File: config.mk
export PLATFORM = sky130hd
export DESIGN_NAME = pipeline_hazard_controller
export DESIGN_NICKNAME = d
export VERILOG_FILES = /design/src/rtl/pipeline_hazard_controller_pkg.sv /design/src/rtl/pipeline_hazard_controller_sat_counter.sv /design/src/rtl/pipeline_hazard_controller.sv
export SDC_FILE = /design/constraint.sdc
export NUM_CORES = 1
export LEC_CHECK = 0
export CAP_MARGIN = 25
export CORE_ASPECT_RATIO = 1.25
export CORE_MARGIN = 2
export CORE_UTILIZATION = 50
export CTS_CLUSTER_SIZE = 25
export DETAILED_ROUTE_END_ITERATION = 8
export GPL_TIMING_DRIVEN = 0
export PLACE_DENSITY = 0.85
export SLEW_MARGIN = 20
export SYNTH_ARGS = -nofsm -noshare
export SYNTH_HDL_FRONTEND = slang
export SYNTH_HIERARCHICAL = 1
export SYNTH_SLANG_ARGS = --single-unit
File: constraint.sdc
create_clock -name clk_i -period 4.2 [get_ports clk_i]
set_clock_uncertainty 0.15 [all_clocks]
set_input_delay 0.63 -clock clk_i [delete_from_list [all_inputs] [get_ports clk_i]]
set_output_delay 0.63 -clock clk_i [all_outputs]
set_load 0.1 [all_outputs]
File: src/rtl/pipeline_hazard_controller_pkg.sv
// pipeline_hazard_controller_pkg: shared pipeline control types and widths
package pipeline_hazard_controller_pkg;
    localparam int ADDR_WIDTH = 4;
    typedef enum logic {NO_STALL, STALL_PIPELINE} stall_pipeline_sig;
    typedef enum logic {NO_FLUSH, FLUSH_PIPELINE} flush_pipeline_sig;
    typedef enum logic {NO_MEM_READ, MEM_READ} mem_read_signal;
    typedef enum logic {NO_REG_WRITE, REG_WRITE} reg_file_write_sig;
    typedef enum logic [1:0] {RUN = 2'd0, BRANCH_FLUSH = 2'd1} hazard_state_t;
endpackage

File: src/rtl/pipeline_hazard_controller_sat_counter.sv
// sat_counter: up-counter that sticks at all-ones instead of wrapping
module sat_counter #(
    parameter int WIDTH = 16
) (
    input  logic             clk_i,
    input  logic             reset_i,
    input  logic             en_i,
    output logic [WIDTH-1:0] count_o
);
    always_ff @(posedge clk_i or posedge reset_i)
        if (reset_i) count_o <= '0;
        else if (en_i && !(&count_o)) count_o <= count_o + 1'b1;
endmodule

File: src/rtl/pipeline_hazard_controller.sv
// pipeline_hazard_controller: load-use stall and taken-branch flush generation with perf counters
module pipeline_hazard_controller
    import pipeline_hazard_controller_pkg::*;
#(
    parameter int BRANCH_FLUSH_CYCLES = 2,
    parameter int CNT_WIDTH           = 16
) (
    input  logic                  clk_i,
    input  logic                  reset_i,
    input  logic                  dec_valid_i,
    input  logic [ADDR_WIDTH-1:0] dec_reg_1_source_addr_i,
    input  logic [ADDR_WIDTH-1:0] dec_reg_2_source_addr_i,
    input  logic [ADDR_WIDTH-1:0] dec_reg_3_source_addr_i,
    input  logic [2:0]            dec_src_used_i,
    input  logic                  ex_valid_i,
    input  mem_read_signal        ex_mem_read_en_i,
    input  reg_file_write_sig     ex_reg_file_write_en_i,
    input  logic [ADDR_WIDTH-1:0] ex_reg_dest_addr_i,
    input  logic                  ex_branch_taken_i,
    output stall_pipeline_sig     stall_fetch_o,
    output stall_pipeline_sig     stall_decode_o,
    output flush_pipeline_sig     flush_fetch_decode_o,
    output flush_pipeline_sig     flush_decode_exec_o,
    output logic [1:0]            hazard_state_o,
    output logic [CNT_WIDTH-1:0]  stall_cycles_o,
    output logic [CNT_WIDTH-1:0]  flush_cycles_o
);
    localparam logic [3:0] RELOAD = 4'(BRANCH_FLUSH_CYCLES - 1);
    hazard_state_t r_state, w_next_state;
    logic [3:0] r_flush_cnt, w_next_cnt;
    logic [2:0] w_src_hit;
    logic w_load_use, w_branch;
    assign w_src_hit = dec_src_used_i & {dec_reg_3_source_addr_i == ex_reg_dest_addr_i,
                                         dec_reg_2_source_addr_i == ex_reg_dest_addr_i,
                                         dec_reg_1_source_addr_i == ex_reg_dest_addr_i};
    assign w_load_use = dec_valid_i && ex_valid_i && ex_mem_read_en_i == MEM_READ &&
                        ex_reg_file_write_en_i == REG_WRITE && |w_src_hit;
    assign w_branch = ex_valid_i && ex_branch_taken_i;
    always_ff @(posedge clk_i or posedge reset_i)
        if (reset_i) begin
            r_state     <= RUN;
            r_flush_cnt <= '0;
        end else begin
            r_state     <= w_next_state;
            r_flush_cnt <= w_next_cnt;
        end
    always_comb begin
        w_next_state         = r_state;
        w_next_cnt           = r_flush_cnt;
        stall_fetch_o        = NO_STALL;
        stall_decode_o       = NO_STALL;
        flush_fetch_decode_o = NO_FLUSH;
        flush_decode_exec_o  = NO_FLUSH;
        case (r_state)
            RUN: begin
                if (w_branch) begin
                    flush_fetch_decode_o = FLUSH_PIPELINE;
                    flush_decode_exec_o  = FLUSH_PIPELINE;
                    if (BRANCH_FLUSH_CYCLES > 1) begin
                        w_next_state = BRANCH_FLUSH;
                        w_next_cnt   = RELOAD;
                    end
                end else if (w_load_use) begin
                    stall_fetch_o       = STALL_PIPELINE;
                    stall_decode_o      = STALL_PIPELINE;
                    flush_decode_exec_o = FLUSH_PIPELINE;
                end
            end
            BRANCH_FLUSH: begin
                flush_fetch_decode_o = FLUSH_PIPELINE;
                flush_decode_exec_o  = FLUSH_PIPELINE;
                if (w_branch) w_next_cnt = RELOAD;
                else if (r_flush_cnt <= 4'd1) begin
                    w_next_state = RUN;
                    w_next_cnt   = '0;
                end else w_next_cnt = r_flush_cnt - 4'd1;
            end
            default: begin
                w_next_state = RUN;
                w_next_cnt   = '0;
            end
        endcase
    end
    assign hazard_state_o = r_state;
    sat_counter #(.WIDTH(CNT_WIDTH)) u_stall_cnt (
        .clk_i(clk_i), .reset_i(reset_i),
        .en_i(stall_fetch_o == STALL_PIPELINE), .count_o(stall_cycles_o));
    sat_counter #(.WIDTH(CNT_WIDTH)) u_flush_cnt (
        .clk_i(clk_i), .reset_i(reset_i),
        .en_i(flush_fetch_decode_o == FLUSH_PIPELINE), .count_o(flush_cycles_o));
endmodule

==> summary.md, run 1 <==
| Metric | Value |
|---|---|
| Run status | `completed` |
| Adder-Cell Fraction of Synth Area | `around 2.4%` |
| Final Max Tran Viols | `0` |
| Final Critical Period | `between 4 and 5 ns` |
| Setup TNS | `0 ns` |
| Routed Antenna Nets | `0` |
| Critical Path Source | `ex_valid_i` |
| Maximum VDD drop | `approximately 0.26 mV` |
| H-tree level count | `2` |
| Sequential area share after synthesis | `approximately 45%` |
| Worst Setup End Kind | `output port` |
| CTS root buf | `clkbuf_8` |
| IO Pins | `64` |
| Clock sinks | `37` |
| Mapped Cells | `199` |
| End of the worst hold path | `u_stall_cnt/count_o[15]` |
| Final hold vios | `0` |
| Worst flop-to-flop path startpoint | `hazard_state_o[0]` |
| Total track usage | `22.1%` |
| Vias | `~1800` |
| Core area | `approximately 4000 sq um` |
| CP max-delay cell | `dlygate4sd2_1` |
| CP Data Arrival Time | `3.24 ns` |
| Setup violators final | `0` |
| Worst hold slack | `around 0.35 ns` |
| Share of the synthesized area in the top cell type | `44.8%` |
| Tcrit/Tclk final | `between 90% and 100%` |
| First-pass GRT wire length | `7.87 mm` |
| Worst Path Required | `3.42 ns` |
| # nets final | `298` |
| GP Congestion | `0.872` |
| Hold Path Stages | `1` |
| Max_slew headroom | `34.2%` |
| RR Endpoint | `u_stall_cnt/count_o[13]` |
| CP Launch Type | `input port` |
| Xor and xnor area share after synthesis | `17.4%` |
| Post-synthesis mux area share | `2.54%` |
| CP peak stage delay | `between 0.8 and 0.9 ns` |
| Post-Route WL | `4.77 mm` |
| Cell Count, Final, Fillers Out | `324` |
| RSZ-0062 raised after global routing | `false` |
| Inserted Clock Buffers | `5` |
| Path depth of the worst reg2reg path | `7` |
| DRC viols | `0` |
| Type of the worst min-delay path | `flop to flop` |
| Setup CP Type | `input port to output port` |
| Ys Warns | `6` |
| Syn Nets | `229` |
| Largest family of logic cells by synthesized area | `simple AND/OR/NAND/NOR gates` |
| Critical Path Fanout Max | `9` |
| Fill count | `321` |
| Post-synth top area cell | `dfrtp_1` |
| Chip width | `~62 microns` |
| Hold Startpoint | `u_stall_cnt/count_o[15]` |
| Clk buf depth | `2` |
| Main area contributors after synthesis | `dfrtp_1, xnor2_1, xor2_1` |
| Overall Power | `approximately 0.0014 W` |
| Distinct cell type count after synthesis | `37` |
| Largest net degree at the start of global routing | `17` |
| R2r setup slk | `roughly 1.4 ns` |
| Slew at the pin closest to its max-slew limit | `0.984 ns` |
| N_diodes | `0` |
| Pre-antenna DRT Iters | `4` |
| Max-cap violations | `0` |
| WL/cell | `14.7 microns` |
| Post-Place Cells | `roughly 320` |
| Synth-to-layout area growth | `37.4%` |
| Synth Cell Area | `2070 sq um` |
| Hold_buf cts | `0` |
| Post-synthesis compound-gate area fraction | `about 4.9%` |
| Row cnt | `26` |
| FMAX | `248 MHz` |
| Starting Density | `51.3%` |
| Post-DP HPWL | `~3.5 mm` |
| Fraction of layout cells with a size suffix above 1 | `8.58%` |
| Gr ovfl total | `0` |
| P_leak | `1.19 nW` |
| Antenna violations before repair | `0` |
| Cell Area, Placed | `2760 sq um` |
| Post-route cell area | `2840 sq um` |
| Vias in the first global route | `1751` |
| FF+latch count, synth | `37` |
| Initial DRC Count | `between 100 and 150` |
| Routed vias/inst | `5.52` |
| Syn_area_per_cell | `roughly 10 sq um` |
| Pwr Density | `497 nW/um^2` |
| Die H | `around 76 microns` |
| Clk Latency, worst-skew pair | `0.29 ns` |
| TritonCTS clock tree | `done` |
| Post-Synth Simple-Gate Area | `24.4%` |
| Area of the die | `4670 sq um` |
| IO Port Bufs | `62` |
| Worst-path clk slew | `approximately 0.06 ns` |
| Critical-path cell list | `clkdlybuf4s50_1, nand4_2, nor4_2, nand3_1, a21oi_2, buf_4, dlygate4sd2_1` |
## layout make-up
type / count / area, sq um / share of cell area, %
inverter: 9 / 33.8 / 1.19
buffer: 4 / 37.5 / 1.32
sequential: 37 / 926 / 32.6
tap: 56 / 70.1 / 2.46
multi-input combinational: 149 / 1070 / 37.7
timing repair buffer: 62 / 618 / 21.7
clock buffer: 7 / 86.3 / 3.04
## where the power goes
group | switching [W] | internal (W)
Clock | 0.000122 | 0.000130
Sequential | 0.0000778 | 0.000411
Combinational | 0.000476 | 0.000194
Total | 0.000676 | 0.000736
## cell usage after synthesis
cell type and instances:
a22o_1 2, nand2_4 2, inv_1 9, nand4b_1 2, and4_1 1, nand3b_1 2, a21oi_1 4, nand4_1 10
nor4_1 6, mux2_2 2, and4_4 1, nor4_2 1, nor2_1 11, buf_4 2, dfrtp_1 37, xor2_1 14
and2_1 2, xnor2_1 27, nand2b_1 1, ha_1 4, nand3_1 20, o211ai_1 1, nand4_2 3, o31ai_1 1
o2111ai_1 2, conb_1 1, buf_6 2, mux2_4 2, and3_1 2, a21oi_2 1, a22oi_2 1, o21ai_0 2
nor3_1 3, or2_1 2, nor3b_1 1, nand2_1 11, or4_1 4
## worst max path at each step
stage / to / slack, ns / cells after the start
after floorplan: u_stall_cnt/count_o[13] / 0.03 / 7
after global placement: stall_fetch_o / -0.11 / 7
after detailed placement: stall_fetch_o / -0.09 / 7
after CTS: stall_fetch_o / 0.17 / 7
after global routing: stall_fetch_o / 0.07 / 7
final: stall_fetch_o / 0.18 / 7
## cell families (layout without fill, tap and decap cells)
group                      after synthesis  count (layout)
DFF                                     37              37
buffers and inverters                   13              82
other                                    1               1
adders and majority gates                4               4
muxes                                    4               4
xor gates and xnor gates                41              41
and+or+nand+nor                         85              85
AOI/OAI and AO/OA                       14              14
## critical path: cells and delay by family
kind / cells / cell delay, ns
compound gates: 1 / 0.43
buf+inv: 3 / 1.59
simple gates: 3 / 0.59
## repair_timing
item	CTS	global route
gates resized for setup	2	0
endpoints found under the setup margin	2	0
buffers inserted	0	0
## sequential cells by signal (all words and copies together) (netlist names)
register and count:
u_stall_cnt/count_o 16, u_flush_cnt/count_o 16, hazard_state_o 1, r_flush_cnt 4
## layout by cell type (no fill, tap or decap), drive strengths merged, types with 3 or more instances in the layout
cell type,count
a21oi,5
buf,4
clkbuf,7
clkdlybuf4s50,60
dfrtp,37
ha,4
inv,9
mux2,4
nand2,13
nand3,20
nand4,13
nor2,11
nor3,3
nor4,7
or4,4
xnor2,27
xor2,14
## stage by stage
step | utilization, % | setup slack (ns)
after global placement | 68.4 | -0.106
after floorplan | - | 0.0321
after detailed placement | 68.4 | -0.0887
after CTS | 70.5 | 0.168
final | 70.5 | 0.176
after global routing | 70.5 | 0.0676
## routing by layer
| metal | GRT usage (%) | share of wire (%) |
|---|---|---|
| met1 | 26.5 | 40 |
| met2 | 37.7 | 53 |
| met3 | 3.92 | 5.3 |
| met4 | 8.51 | 1.4 |
| met5 | 0 | 0 |
(Power assumes the default switching activity.)
==> run 2: changes to the inputs <==
ABC_AREA = 0   (was not set)
==> results of run 2 <==
Final layout, timing and power as in run 1 (identical DEF).
==> variant: new RTL, flow settings as in run 2 <==
The parameter `CNT_WIDTH` goes from 16 to 14.
--- a/src/rtl/pipeline_hazard_controller.sv
+++ b/src/rtl/pipeline_hazard_controller.sv
@@ -3,7 +3,7 @@
     import pipeline_hazard_controller_pkg::*;
 #(
     parameter int BRANCH_FLUSH_CYCLES = 2,
-    parameter int CNT_WIDTH           = 16
+    parameter int CNT_WIDTH           = 14
 ) (
     input  logic                  clk_i,
     input  logic                  reset_i,
Interface: changed (resized flush_cycles_o and stall_cycles_o); port bits go from 64 to 60. No check against the original RTL was run, so the function may have changed too.
==> variant against run 2 <==
Setup slack gained 0.075 ns. First-iteration DRC count shrank 69%. Final area shrank 11%. Sequential cell count shrank 4. Routed wire length shrank 16%. Synthesized area shrank 11%. Global-route usage shrank 0.11 points. Sequential power shrank 7.8%. Core utilization grew 1.9 points. Register-to-register slack gained 0.08 ns. Power shrank 4.0%. Critical path type unchanged. Sequential share of layout area shrank 0.11 points. Critical path depth is the same.
==> variant: results (changes against run 2) <==
STATUS
------------------------------------------------------------------------------
Status                                                               completed

CTS
------------------------------------------------------------------------------
CTS root buf                                                          clkbuf_8
Maximum buffer depth of the clock tree                                       2   unchanged
TritonCTS buffer count                                                       5   unchanged
Clock H-tree levels                                                          2   unchanged
Worst skew pair latency                                                0.29 ns   about the same

ROUTE
------------------------------------------------------------------------------
Post-detailed-routing wire length                                      3993 µm   -16%
Total iterations of the first detailed-routing run                           4   unchanged
Iteration-0 DRC count of the detailed router                                45   -69%
Total via count after detailed routing                                   1,582   -12%

STA
------------------------------------------------------------------------------
Number of max-slew violations in the final report                            0   unchanged
Tightest slew margin relative to the limit                              0.3462   +0.004520
Total count of hold-check failures in the final report                       0   unchanged

PLACEMENT
------------------------------------------------------------------------------
RePlAce Congestion                                                      0.7642   -12%
Detail Placement HPWL                                                  3038 µm   -14%
Port bufs                                                                   58   -6.5%

SETUP PATH
------------------------------------------------------------------------------
RR Endpoint                                                       u_stall_cnt/count_o[12]$_DFFE_PP0P_
Data arrival at the endpoint of the critical path                      3.17 ns   -0.07 ns
Worst reg-to-reg path cell count                                             7   unchanged
Setup slack, reg-to-reg                                                1.52 ns   +0.08 ns
Largest fanout of any net on the critical path                               8   -1
First element of the critical path                                  ex_valid_i

FINAL LAYOUT
------------------------------------------------------------------------------
Largest registers ranked by flip-flop count                       u_flush_cnt/count_o (14), u_stall_cnt/count_o (14), r_flush_cnt (4)
Fillers                                                                    260   -19%
Fraction of final layout cells sized beyond drive strength 1           0.09959   +0.01376
Number of nets in the final layout                                         270   -9.4%

POWER
------------------------------------------------------------------------------
Maximum vdd drop                                                   0.0005583 V   +110%
Leakage power figure                                                  1.099 nW   -7.6%

SYNTHESIS
------------------------------------------------------------------------------
Post-synth cell types                                                       35   -5.4%
Sequential area share after synthesis                                   0.4511   +0.003457
Most area-consuming cells after synthesis                         dfrtp_1 45%, xnor2_1 9.1%, a21oi_1 3.8%
Number of nets in the synthesized netlist                                  205   -10%
Synth cell count leaders                                          33 x dfrtp_1, 19 x xnor2_1, 14 x a21oi_1, 12 x nand3_1, 11 x nand2_1
Count of synthesis-stage warnings from yosys                                 6   unchanged
Number of enable-type register cells in the synthesized netlist              0   unchanged

GRT
------------------------------------------------------------------------------
Total routing resource utilization after global routing                 0.2201   -0.001083
Largest net degree at the start of global routing                           15   -2
Wire length of the first global-routing pass                           6941 µm   -12%

WORST HOLD PATH
------------------------------------------------------------------------------
End point of the most critical hold path                          u_flush_cnt/count_o[11]$_DFFE_PP0P_
Number of stages on the worst hold path                                      1   unchanged
Type of the most critical hold path                                 reg -> reg
Beginning of the worst hold path                                  u_flush_cnt/count_o[11]$_DFFE_PP0P_

-- variant: cell count changes in the layout (fill, tap and decap cells not counted), sizes merged, moves of 8 or more --
cell   change
nor2       -8
xnor2      -8
nand3      -8
a21oi     +10
xor2       -8
-- variant: logic make-up after synthesis --
family,after synthesis,share of synthesized area
AOI/OAI and AO/OA,30,0.1155
xor gates and xnor gates,25,0.1196
adders and majority gates,4,0.02734
buffers and inverters,11,0.02803
DFF,33,0.4511
muxes,6,0.03691
other,1,0.002049
and+or+nand+nor,65,0.2194
-- variant: power breakdown --
group          leakage, nW  switching, W  internal (W)
registers            0.441     0.0000768      0.000374
clock network       0.0450      0.000115      0.000115
logic                0.614      0.000486      0.000189
total                 1.10      0.000678      0.000678
-- variant: metal layers --
layer	track usage	routed length, µm	vias to the layer above
li1	-	-	764
met1	0.2547	1547	749
met2	0.3826	2124	64
met3	0.05957	258	5
met4	0.08527	63	0
met5	0	0	-
-- variant: worst max path at each step --
stage / endpoint / depth (start not counted)
2_1_floorplan: u_stall_cnt/count_o[12]$_DFFE_PP0P_ / 7
3_3_place_gp: stall_fetch_o / 7
3_5_place_dp: stall_fetch_o / 7
4_1_cts: stall_decode_o / 6
5_1_grt: stall_fetch_o / 7
6_report: stall_fetch_o / 7
-- variant: what timing repair did --
action / 4_1_cts / 5_1_grt
endpoints found under the setup margin: 1 / 1
resized for setup: 1 / 1
cloned: 0 / 0
-- variant: metrics by stage --
| step | worst slack [ns] | std cells | setup TNS, ns | hold slack [ns] | area [µm²] |
|---|---|---|---|---|---|
| 4_1_cts | 0.03267 | 280 | 0 | 0.3749 | 2541 |
| 3_5_place_dp | -0.04569 | 272 | -0.04569 | 0.3602 | 2460 |
| 3_3_place_gp | -0.02914 | 272 | -0.02914 | 0.3541 | 2460 |
| 2_1_floorplan | 0.06193 | 175 | 0 | 0.2585 | 1831 |
| 6_report | 0.2504 | 280 | 0 | 0.3700 | 2544 |
| 5_1_grt | 0.08469 | 280 | 0 | 0.3984 | 2544 |
-- variant: final cells by class --
cell class                      count  area (µm²)  share of cell area
Clock buffer                        6       72.57             0.02853
Sequential cell                    33       825.8              0.3246
Buffer                              4       25.02            0.009838
Timing Repair Buffer               58       581.8              0.2287
Inverter                            7       26.28             0.01033
Clock inverter                      2       10.01            0.003935
Multi-Input combinational cell    131       953.4              0.3748
Tap cell                           39       48.80             0.01918
-- variant: critical path: stages --
cell             delay [ns]
clkdlybuf4s50_1        0.57
nand4_2                0.17
nor4_2                 0.30
nand3_1                0.15
a21oi_2                0.34
buf_4                  0.17
dlygate4sd2_1          0.84
